<file path="src/rtl/fb_axi_writer.sv">
// fb_axi_writer: AXI3 write master that streams 32-bit pixel words from an
// input FIFO into a linear DRAM framebuffer as fixed-length INCR bursts.
// Bursts are issued only when the whole burst is already buffered, so the W
// channel never starves. The write address wraps back to the frame start at
// the end of every frame. Completed frames and bad write responses are
// reported on frame_done and err.
module fb_axi_writer #(
  parameter logic [31:0] START_ADDR      = 32'h1000_0000,
  parameter int unsigned FRAME_BYTES     = 640*480*4,
  parameter int unsigned BURST_LEN       = 16,
  parameter int unsigned FIFO_DEPTH      = 64,
  parameter int unsigned MAX_OUTSTANDING = 4
) (
  input  logic        clk,
  input  logic        rst_n,
  input  logic [31:0] in_data,
  input  logic        in_valid,
  output logic        in_ready,
  output logic [7:0]  awid,
  output logic [31:0] awaddr,
  output logic [3:0]  awlen,
  output logic [2:0]  awsize,
  output logic [1:0]  awburst,
  output logic [3:0]  awcache,
  output logic [2:0]  awprot,
  output logic        awvalid,
  input  logic        awready,
  output logic [7:0]  wid,
  output logic [31:0] wdata,
  output logic [3:0]  wstrb,
  output logic        wlast,
  output logic        wvalid,
  input  logic        wready,
  input  logic [7:0]  bid,
  input  logic [1:0]  bresp,
  input  logic        bvalid,
  output logic        bready,
  output logic        frame_done,
  output logic        err
);

  localparam int unsigned PTR_W        = $clog2(FIFO_DEPTH);
  localparam int unsigned CNT_W        = PTR_W + 1;
  localparam int unsigned OUT_W        = $clog2(MAX_OUTSTANDING) + 1;
  localparam int unsigned FRAME_BURSTS = FRAME_BYTES / (BURST_LEN * 4);
  localparam int unsigned BC_W         = (FRAME_BURSTS > 1) ? $clog2(FRAME_BURSTS) : 1;

  localparam logic [31:0]      BURST_BYTES = 32'(BURST_LEN * 4);
  localparam logic [31:0]      END_ADDR    = START_ADDR + 32'(FRAME_BYTES);
  localparam logic [CNT_W-1:0] FIFO_FULL   = CNT_W'(FIFO_DEPTH);
  localparam logic [CNT_W-1:0] BURST_WORDS = CNT_W'(BURST_LEN);
  localparam logic [OUT_W-1:0] OUT_MAX     = OUT_W'(MAX_OUTSTANDING);
  localparam logic [3:0]       LAST_BEAT   = 4'(BURST_LEN - 1);
  localparam logic [BC_W-1:0]  BC_LAST     = BC_W'(FRAME_BURSTS - 1);

  typedef enum logic [1:0] {
    S_IDLE = 2'd0,
    S_ADDR = 2'd1,
    S_DATA = 2'd2
  } state_t;

  state_t            state;
  state_t            state_nxt;
  logic [31:0]       mem [FIFO_DEPTH];
  logic [PTR_W-1:0]  wr_ptr;
  logic [PTR_W-1:0]  rd_ptr;
  logic [CNT_W-1:0]  count;
  logic              ready_en;
  logic [3:0]        beat;
  logic [OUT_W-1:0]  outstanding;
  logic [BC_W-1:0]   burst_cnt;
  logic [31:0]       awaddr_inc;
  logic              push;
  logic              pop;
  logic              aw_hs;
  logic              b_hs;
  logic              b_ok;
  logic              unused_bid;

  // Fixed AXI attributes.
  assign awid       = 8'h00;
  assign awlen      = LAST_BEAT;
  assign awsize     = 3'b010;
  assign awburst    = 2'b01;
  assign awcache    = 4'b0011;
  assign awprot     = 3'b000;
  assign wid        = 8'h00;
  assign wstrb      = 4'hF;
  assign bready     = 1'b1;
  assign unused_bid = ^bid;

  // Channel valids are pure decodes of the state register.
  assign awvalid = (state == S_ADDR);
  assign wvalid  = (state == S_DATA);
  assign wlast   = (state == S_DATA) && (beat == LAST_BEAT);

  // in_ready looks only at the registered count, never at a same-cycle pop.
  assign in_ready = ready_en && (count != FIFO_FULL);
  assign push     = in_valid && in_ready;
  assign pop      = wvalid && wready;
  assign aw_hs    = awvalid && awready;
  assign b_hs     = bvalid;
  // A response with nothing outstanding is a protocol error and is not counted.
  assign b_ok     = b_hs && (outstanding != '0);

  assign wdata      = mem[rd_ptr];
  assign frame_done = b_ok && (burst_cnt == BC_LAST);
  assign awaddr_inc = awaddr + BURST_BYTES;

  // FIFO storage write port; contents need no reset because count gates use.
  always_ff @(posedge clk) begin
    if (push) begin
      mem[wr_ptr] <= in_data;
    end
  end

  // FIFO pointers, occupancy and the post-reset input enable.
  always_ff @(posedge clk or negedge rst_n) begin
    if (!rst_n) begin
      wr_ptr   <= '0;
      rd_ptr   <= '0;
      count    <= '0;
      ready_en <= 1'b0;
    end else begin
      ready_en <= 1'b1;
      if (push) begin
        wr_ptr <= wr_ptr + PTR_W'(1);
      end
      if (pop) begin
        rd_ptr <= rd_ptr + PTR_W'(1);
      end
      case ({push, pop})
        2'b10:   count <= count + CNT_W'(1);
        2'b01:   count <= count - CNT_W'(1);
        default: count <= count;
      endcase
    end
  end

  // Burst FSM state register.
  always_ff @(posedge clk or negedge rst_n) begin
    if (!rst_n) begin
      state <= S_IDLE;
    end else begin
      state <= state_nxt;
    end
  end

  // Burst FSM next state: issue only when a full burst is buffered and a slot is free.
  always_comb begin
    state_nxt = state;
    case (state)
      S_IDLE: begin
        if ((count >= BURST_WORDS) && (outstanding < OUT_MAX)) begin
          state_nxt = S_ADDR;
        end else begin
          state_nxt = S_IDLE;
        end
      end
      S_ADDR: begin
        if (aw_hs) begin
          state_nxt = S_DATA;
        end else begin
          state_nxt = S_ADDR;
        end
      end
      S_DATA: begin
        if (pop && (beat == LAST_BEAT)) begin
          state_nxt = S_IDLE;
        end else begin
          state_nxt = S_DATA;
        end
      end
      default: state_nxt = S_IDLE;
    endcase
  end

  // Burst address, advanced on each AW handshake and wrapped at frame end.
  always_ff @(posedge clk or negedge rst_n) begin
    if (!rst_n) begin
      awaddr <= START_ADDR;
    end else if (aw_hs) begin
      if (awaddr_inc == END_ADDR) begin
        awaddr <= START_ADDR;
      end else begin
        awaddr <= awaddr_inc;
      end
    end
  end

  // Beat index within the current burst.
  always_ff @(posedge clk or negedge rst_n) begin
    if (!rst_n) begin
      beat <= 4'd0;
    end else if (pop) begin
      if (beat == LAST_BEAT) begin
        beat <= 4'd0;
      end else begin
        beat <= beat + 4'd1;
      end
    end
  end

  // Outstanding burst count; simultaneous AW and valid B cancel out.
  always_ff @(posedge clk or negedge rst_n) begin
    if (!rst_n) begin
      outstanding <= '0;
    end else begin
      case ({aw_hs, b_ok})
        2'b10:   outstanding <= outstanding + OUT_W'(1);
        2'b01:   outstanding <= outstanding - OUT_W'(1);
        default: outstanding <= outstanding;
      endcase
    end
  end

  // Completed-burst counter within the frame, wrapping at the frame length.
  always_ff @(posedge clk or negedge rst_n) begin
    if (!rst_n) begin
      burst_cnt <= '0;
    end else if (b_ok) begin
      if (burst_cnt == BC_LAST) begin
        burst_cnt <= '0;
      end else begin
        burst_cnt <= burst_cnt + BC_W'(1);
      end
    end
  end

  // Sticky error: bad response code or a response nobody asked for.
  always_ff @(posedge clk or negedge rst_n) begin
    if (!rst_n) begin
      err <= 1'b0;
    end else if (b_hs && ((bresp != 2'b00) || (outstanding == '0))) begin
      err <= 1'b1;
    end
  end

endmodule

</file>
<file path="config.mk">
export PLATFORM = sky130hd
export DESIGN_NAME = fb_axi_writer
export DESIGN_NICKNAME = d
export VERILOG_FILES = /design/src/rtl/fb_axi_writer.sv
export SDC_FILE = /design/constraint.sdc
export NUM_CORES = 2
export LEC_CHECK = 0
export BUFFER_PORTS_ARGS = -buffer_cell sky130_fd_sc_hd__buf_2
export CAP_MARGIN = 5
export CELL_PAD_IN_SITES_DETAIL_PLACEMENT = 2
export CELL_PAD_IN_SITES_GLOBAL_PLACEMENT = 2
export CORE_MARGIN = 2
export CORE_UTILIZATION = 40
export DETAILED_ROUTE_END_ITERATION = 16
export GPL_TIMING_DRIVEN = 0
export MAX_ROUTING_LAYER = met4
export PLACE_DENSITY_LB_ADDON = 0.1
export SYNTH_ARGS = -nofsm -noshare
export SYNTH_HDL_FRONTEND = slang
export SYNTH_SLANG_ARGS = --single-unit
</file>
<file path="constraint.sdc">
create_clock -name clk -period 9.8 [get_ports clk]
set_clock_uncertainty 0.2 [all_clocks]
set_input_delay 0.49 -clock clk [delete_from_list [all_inputs] [get_ports clk]]
set_output_delay 0.49 -clock clk [all_outputs]
set_load 0.01 [all_outputs]
</file>
# ---- Word-level counts from Yosys, hierarchy flattened
# Memories as Yosys holds them, arrays and structs flattened.
# Index checks and enable logic that the tools add are counted.
dict set report word_totals {
  latchBits 0
  mem_count 1
  elab_cells 60
  output_inout_bits 107
  register_bits 77
  romBits 0
  mem_bits_rw 2048
  in_bits 48
}
# name words width read_ports rd_clocked_by_memory_dff write_ports line_no
set mem_list {}
lappend mem_list {mem 64 32 1 0 1 64} ;# logic [31:0] mem [FIFO_DEPTH];
dict set report classes {
  multipliers 0
  div 0
  muxes 11
  n_eq_ne 10
  magnitude_cmp 2
  reduce_logical 17
  shift 0
  add_sub_neg 9
  n_bitwise 0
}
# operator n
set op_table {}
lappend op_table {{$add 32x7->32 const B} 1}
lappend op_table {{$eq 32x29->1 const B} 1}
lappend op_table {{$mux 32} 1}
lappend op_table {{$add 15x1->15 const B} 1}
lappend op_table {{$eq 15x15->1 const B} 1}
lappend op_table {{$mux 15} 1}
lappend op_table {{$pmux 7 s2} 1}
lappend op_table {{$add 6x1->6 const B} 2}
lappend op_table {{$logic_and 1x1->1} 10}
lappend op_table {{$add 7x1->7 const B} 1}
lappend op_table {{$ge 7x5->1 const B} 1}
lappend op_table {{$ne 7x7->1 const B} 1}
lappend op_table {{$sub 7x1->7 const B} 1}
lappend op_table {{$eq 2x1->1 const B} 3}
lappend op_table {{$eq 2x2->1 const B} 3}
lappend op_table {{$pmux 2 s3} 1}
lappend op_table {{$pmux 3 s2} 1}
lappend op_table {{$reduce_bool 2->1} 3}
lappend op_table {{$add 4x1->4 const B} 1}
lappend op_table {{$eq 4x4->1 const B} 1}
lappend op_table {{$mux 2} 2}
lappend op_table {{$mux 4} 1}
lappend op_table {{$add 3x1->3 const B} 1}
lappend op_table {{$logic_not 3->1} 1}
lappend op_table {{6 further kinds} 8}

# ---- Depth between registers and ports, before layout
dict set report depth {
  depth_word 5
  mapped_depth 15
  depth_no_buf 13
}

# ---- Least setup slack after synthesis
# Ideal clock, no wire load.
dict set report synth_path {
  path_kind {register -> register}
  start {reg count[4]}
  end {reg count[6]}
  period_less_slack_ns 3.722
  stages_incl_launch_ff 15
  arrival_time_ns 3.442
  required_ns 9.521
  path_buffers 2
  setup_time_ns 0.079
  slack_ns 6.078
  path_cell_list {dfrtp_1 -> clkbuf_1 -> nor4_1 -> a31oi_1 -> nand2_1 -> ha_1 -> clkbuf_1 -> xor2_1 -> ha_1 -> or3_1 -> a21oi_1 -> nor2_1 -> or4b_1 -> a31oi_1 -> xor2_1}
}
dict set report synth_via {
  elab_chain_cells 5
  word_cells_on_any_way 9
  classes_between {add/sub (2); eq/ne (3); mux (1); reduce/logical (3)}
}
# element line_no
set synth_rtl {}
lappend synth_rtl {{from (decl)} 67} ;# logic [CNT_W-1:0] count;
lappend synth_rtl {{from (signal assigned)} 133} ;# 2'b10: count <= count + CNT_W'(1);
lappend synth_rtl {{from (signal assigned)} 134} ;# 2'b01: count <= count - CNT_W'(1);
lappend synth_rtl {{from (signal assigned)} 135} ;# default: count <= count;
lappend synth_rtl {{$ne 7x7->1 (*)} 98} ;# assign in_ready = ready_en && (count != FIFO_FULL);
lappend synth_rtl {{$logic_and 1x1->1 (*)} 98}
lappend synth_rtl {{via in_ready} 18} ;# output logic in_ready,
lappend synth_rtl {{$logic_and 1x1->1 (*)} 99} ;# assign push = in_valid && in_ready;
lappend synth_rtl {{$eq 2x1->1 / $eq 2x2->1 (equally long branches)} 132} ;# case ({push, pop})
lappend synth_rtl {{$pmux 7 s2 / $reduce_bool 2->1 (equally long branches)} --}
# The timed path passes the listed nets; every way through them passes the cells marked *.
# A chain may end at the register's enable or synchronous reset.

# ---- Worst setup path in the final report
dict set report layout_path {
  start {reg rd_ptr[1]}
  end {out wdata[30]}
}
dict set report layout_via {
  elab_chain_cells 1
}
# element line_no
set layout_rtl {}
lappend layout_rtl {{from (decl)} 66} ;# logic [PTR_W-1:0] rd_ptr;
lappend layout_rtl {{from (signal assigned)} 130} ;# rd_ptr <= rd_ptr + PTR_W'(1);
lappend layout_rtl {{$mem_v2 64x32} --}
lappend layout_rtl {{to (decl)} 29} ;# output logic [31:0] wdata,
# No other way between the ends.

==> flow_metrics.env <==
export IMPL_yosysTopAreaCell="edfxtp_1"
export IMPL_core_um2=204200
export IMPL_grt_max_degree=65
export IMPL_r2r_start="count[4]"
export IMPL_syn_inst=3434
export IMPL_ys_top_cells_by_area="edfxtp_1 (75%), mux4_2 (18%), dfrtp_1 (2.1%)"
export IMPL_fill_cells=17860
export IMPL_synthArstFlopShare=0.03351
export IMPL_firstDrtPassIters=5
export IMPL_dp_slack_ns=4.139
export IMPL_grt_first_pass_wirelength_mm=352.6
export IMPL_seq_area_frac_synth=0.7719
export IMPL_worstPathArrival_ns=5.81
export IMPL_die_area_um2=208600
export IMPL_tightestPinTransition_ns=1.370
export IMPL_fin_ws_ns=3.298
export IMPL_power_leakage_nw=29.58
export IMPL_cts_setup_buffers=0
export IMPL_nNetsFinal=3965
export IMPL_vias=39580
export IMPL_yosys_cell_types_count=58
export IMPL_root_buffer="clkbuf_16"
export IMPL_die_width_um=456.7
export IMPL_yosysMostFrequentCell="edfxtp_1"
export IMPL_cts_max_path_buffers=3
export IMPL_status="completed"
export IMPL_path_delay_family="buffers and inverters"
export IMPL_synth_top_cell_area_share=0.7502
export IMPL_via_per_inst=5.834
export IMPL_hold_start="in_data[21]"
export IMPL_htreeDepth=4
export IMPL_cts_tree="done"
export IMPL_multi_input_area_um2=18140
export IMPL_layout_drive_gt1_share=0.3259
export IMPL_synth_seq_cells=2119
export IMPL_overflow=0
export IMPL_endpoint_kind="output pin"
export IMPL_max_freq_ghz=0.1538
export IMPL_drc=0
export IMPL_cpMaxStageDelayCell="clkbuf_1"
export IMPL_crit_path_start="rd_ptr[1]"
export IMPL_min_path_type="in -> reg"
export IMPL_cp_required_ns=9.11
export IMPL_critical_path_buf_inv_count=4
export IMPL_clock_latency_ns=0.88
export IMPL_track_usage=0.2525
export IMPL_initial_core_util=0.4015
export IMPL_cts_made_buffers=225
export IMPL_worstSetupStartpointType="flip-flop"
export IMPL_power_density_nw_per_um2=263.1
export IMPL_cts_num_sinks=2119
export IMPL_row_count=166
export IMPL_fin_hold_ws_ns=0.01925
export IMPL_synth_common_cells="edfxtp_1 (2048), mux4_2 (672), nor2_1 (93)"
export IMPL_wl_per_cell_um=37.51
export IMPL_synth_edf_count=2048
export IMPL_drv_cap=0
export IMPL_power_mw=25.11
export IMPL_wirelength_mm=254.5
export IMPL_post_route_min_period_ns=6.502
export IMPL_slew_violations=0
export IMPL_port_buffers=103
export IMPL_rsz0062_at_grt="no"
export IMPL_syn_cell_area_um2=81980
export IMPL_min_period_over_period=0.6634
export IMPL_antenna_found_initial=39
export IMPL_max_slew_margin=0.08676
export IMPL_dp_final_hpwl_mm=169.7
export IMPL_path_clk_slew_ns=0.06
export IMPL_yosysWarnings=0
export IMPL_criticalPathCategory="reg -> out"
export IMPL_ant_nets=0
export IMPL_path_cells="clkbuf_1 > clkbuf_1 > buf_1 > mux4_2 > mux4_2 > mux4_2 > buf_2"
export IMPL_cp_common_cell="mux4_2"
export IMPL_setup_viol=0
export IMPL_globalplace_congestion=0.8153
export IMPL_syn_to_final_growth_pct=16.43
export IMPL_io_pins=155
export IMPL_final_setup_tns_ns=0
export IMPL_grt_pass1_vias=42640
export IMPL_drtIter0Drc=4701
export IMPL_slowest_delay_ns=1.07
export IMPL_avgSynthCellArea_um2=23.87
export IMPL_path_max_fanout=10
export IMPL_ir_drop_v=0.0002130
export IMPL_regArea_um2=63280
export IMPL_dieHeight_um=456.7
export IMPL_finalHoldViolCount=0
export IMPL_synth_ff_type="edfxtp_1"
-- placed cells by master (no fill, tap or decap), drive strengths merged, types with 32 or more instances in the layout --
master,instances
buf,320
clkbuf,387
clkinv,89
conb,44
dfrtp,70
edfxtp,2048
mux4,672
nand2,58
nand3,32
nor2,93
xnor2,33
-- logic make-up after synthesis --
family / count (synthesis) / synth area share
AND/OR/NAND/NOR: 272 / 0.01609
other: 2 / 0.00009161
adder cells (fa/ha/maj): 10 / 0.001618
XOR/XNOR: 55 / 0.005876
buffers and inverters: 240 / 0.01458
flip-flops: 2119 / 0.7719
AO/OA/AOI/OAI: 60 / 0.004732
multiplexers: 676 / 0.1851
-- cell type report --
class                           count  area share
Clock buffer                      297     0.06334
Timing Repair Buffer              204     0.02643
Multi-Input combinational cell   1117      0.1901
Clock inverter                    107    0.009019
Antenna cell                       12   0.0003146
Tap cell                         2688     0.03524
Sequential cell                  2119      0.6630
Buffer                            225     0.01199
Inverter                           15   0.0005899
-- routing by layer --
| layer | GRT usage | vias up | part of all wire |
|---|---|---|---|
| met3 | 0.03578 | 362 | 0.062 |
| met1 | 0.3297 | 22070 | 0.40 |
| met4 | 0.08326 | 0 | 0.032 |
| met2 | 0.4102 | 1526 | 0.50 |
| met5 | - | - | 0 |
| li1 | - | 15630 | - |
-- report_power, final --
group | total [mW] | switching (mW) | internal, mW
logic | 6.70 | 3.97 | 2.73
clock network | 8.16 | 3.57 | 4.60
registers | 10.2 | 0.102 | 10.1
-- state kept, by name, summed over array words and instances (netlist names) --
signal       count
awaddr          26
beat             4
burst_cnt       15
count            7
err              1
mem           2048
outstanding      3
rd_ptr           6
ready_en         1
state            2
wr_ptr           6
-- worst paths after layout --
check,to,slack [ns],depth (start not counted)
max,wdata[30],3.30,7
min,mem[42][21],0.02,1
max reg2reg,mem[42][23],4.58,8
min reg2reg,err,0.28,1
max in group asynchronous,wr_ptr[2],8.52,4
min in group asynchronous,awaddr[29],0.56,4
-- per-stage QoR --
step,cell area (um^2),instances,util
after global routing,95420,6776,0.4674
final,95440,6784,0.4675
after detailed placement,88180,6344,0.4319
after global placement,86010,6267,0.4213
after CTS,95270,6765,0.4666
after floorplan,82140,3476,-
-- what timing repair did --
item	4_1_cts	5_1_grt
resized for setup	0	0
hold endpoints to repair	251	55
setup endpoints to repair	0	0
hold buffers	17	3
-- worst register-to-register path, cell delays in order, from the launching register on --
cell and delay, ns:
dfrtp_1 0.33, clkbuf_1 0.34, nor4_1 0.08, a31oi_1 0.81, nand2_1 0.55, nor2_1 0.42, nand3b_1 0.85, nor2_4 1.09
buf_16 0.25
(Power assumes the default switching activity.)
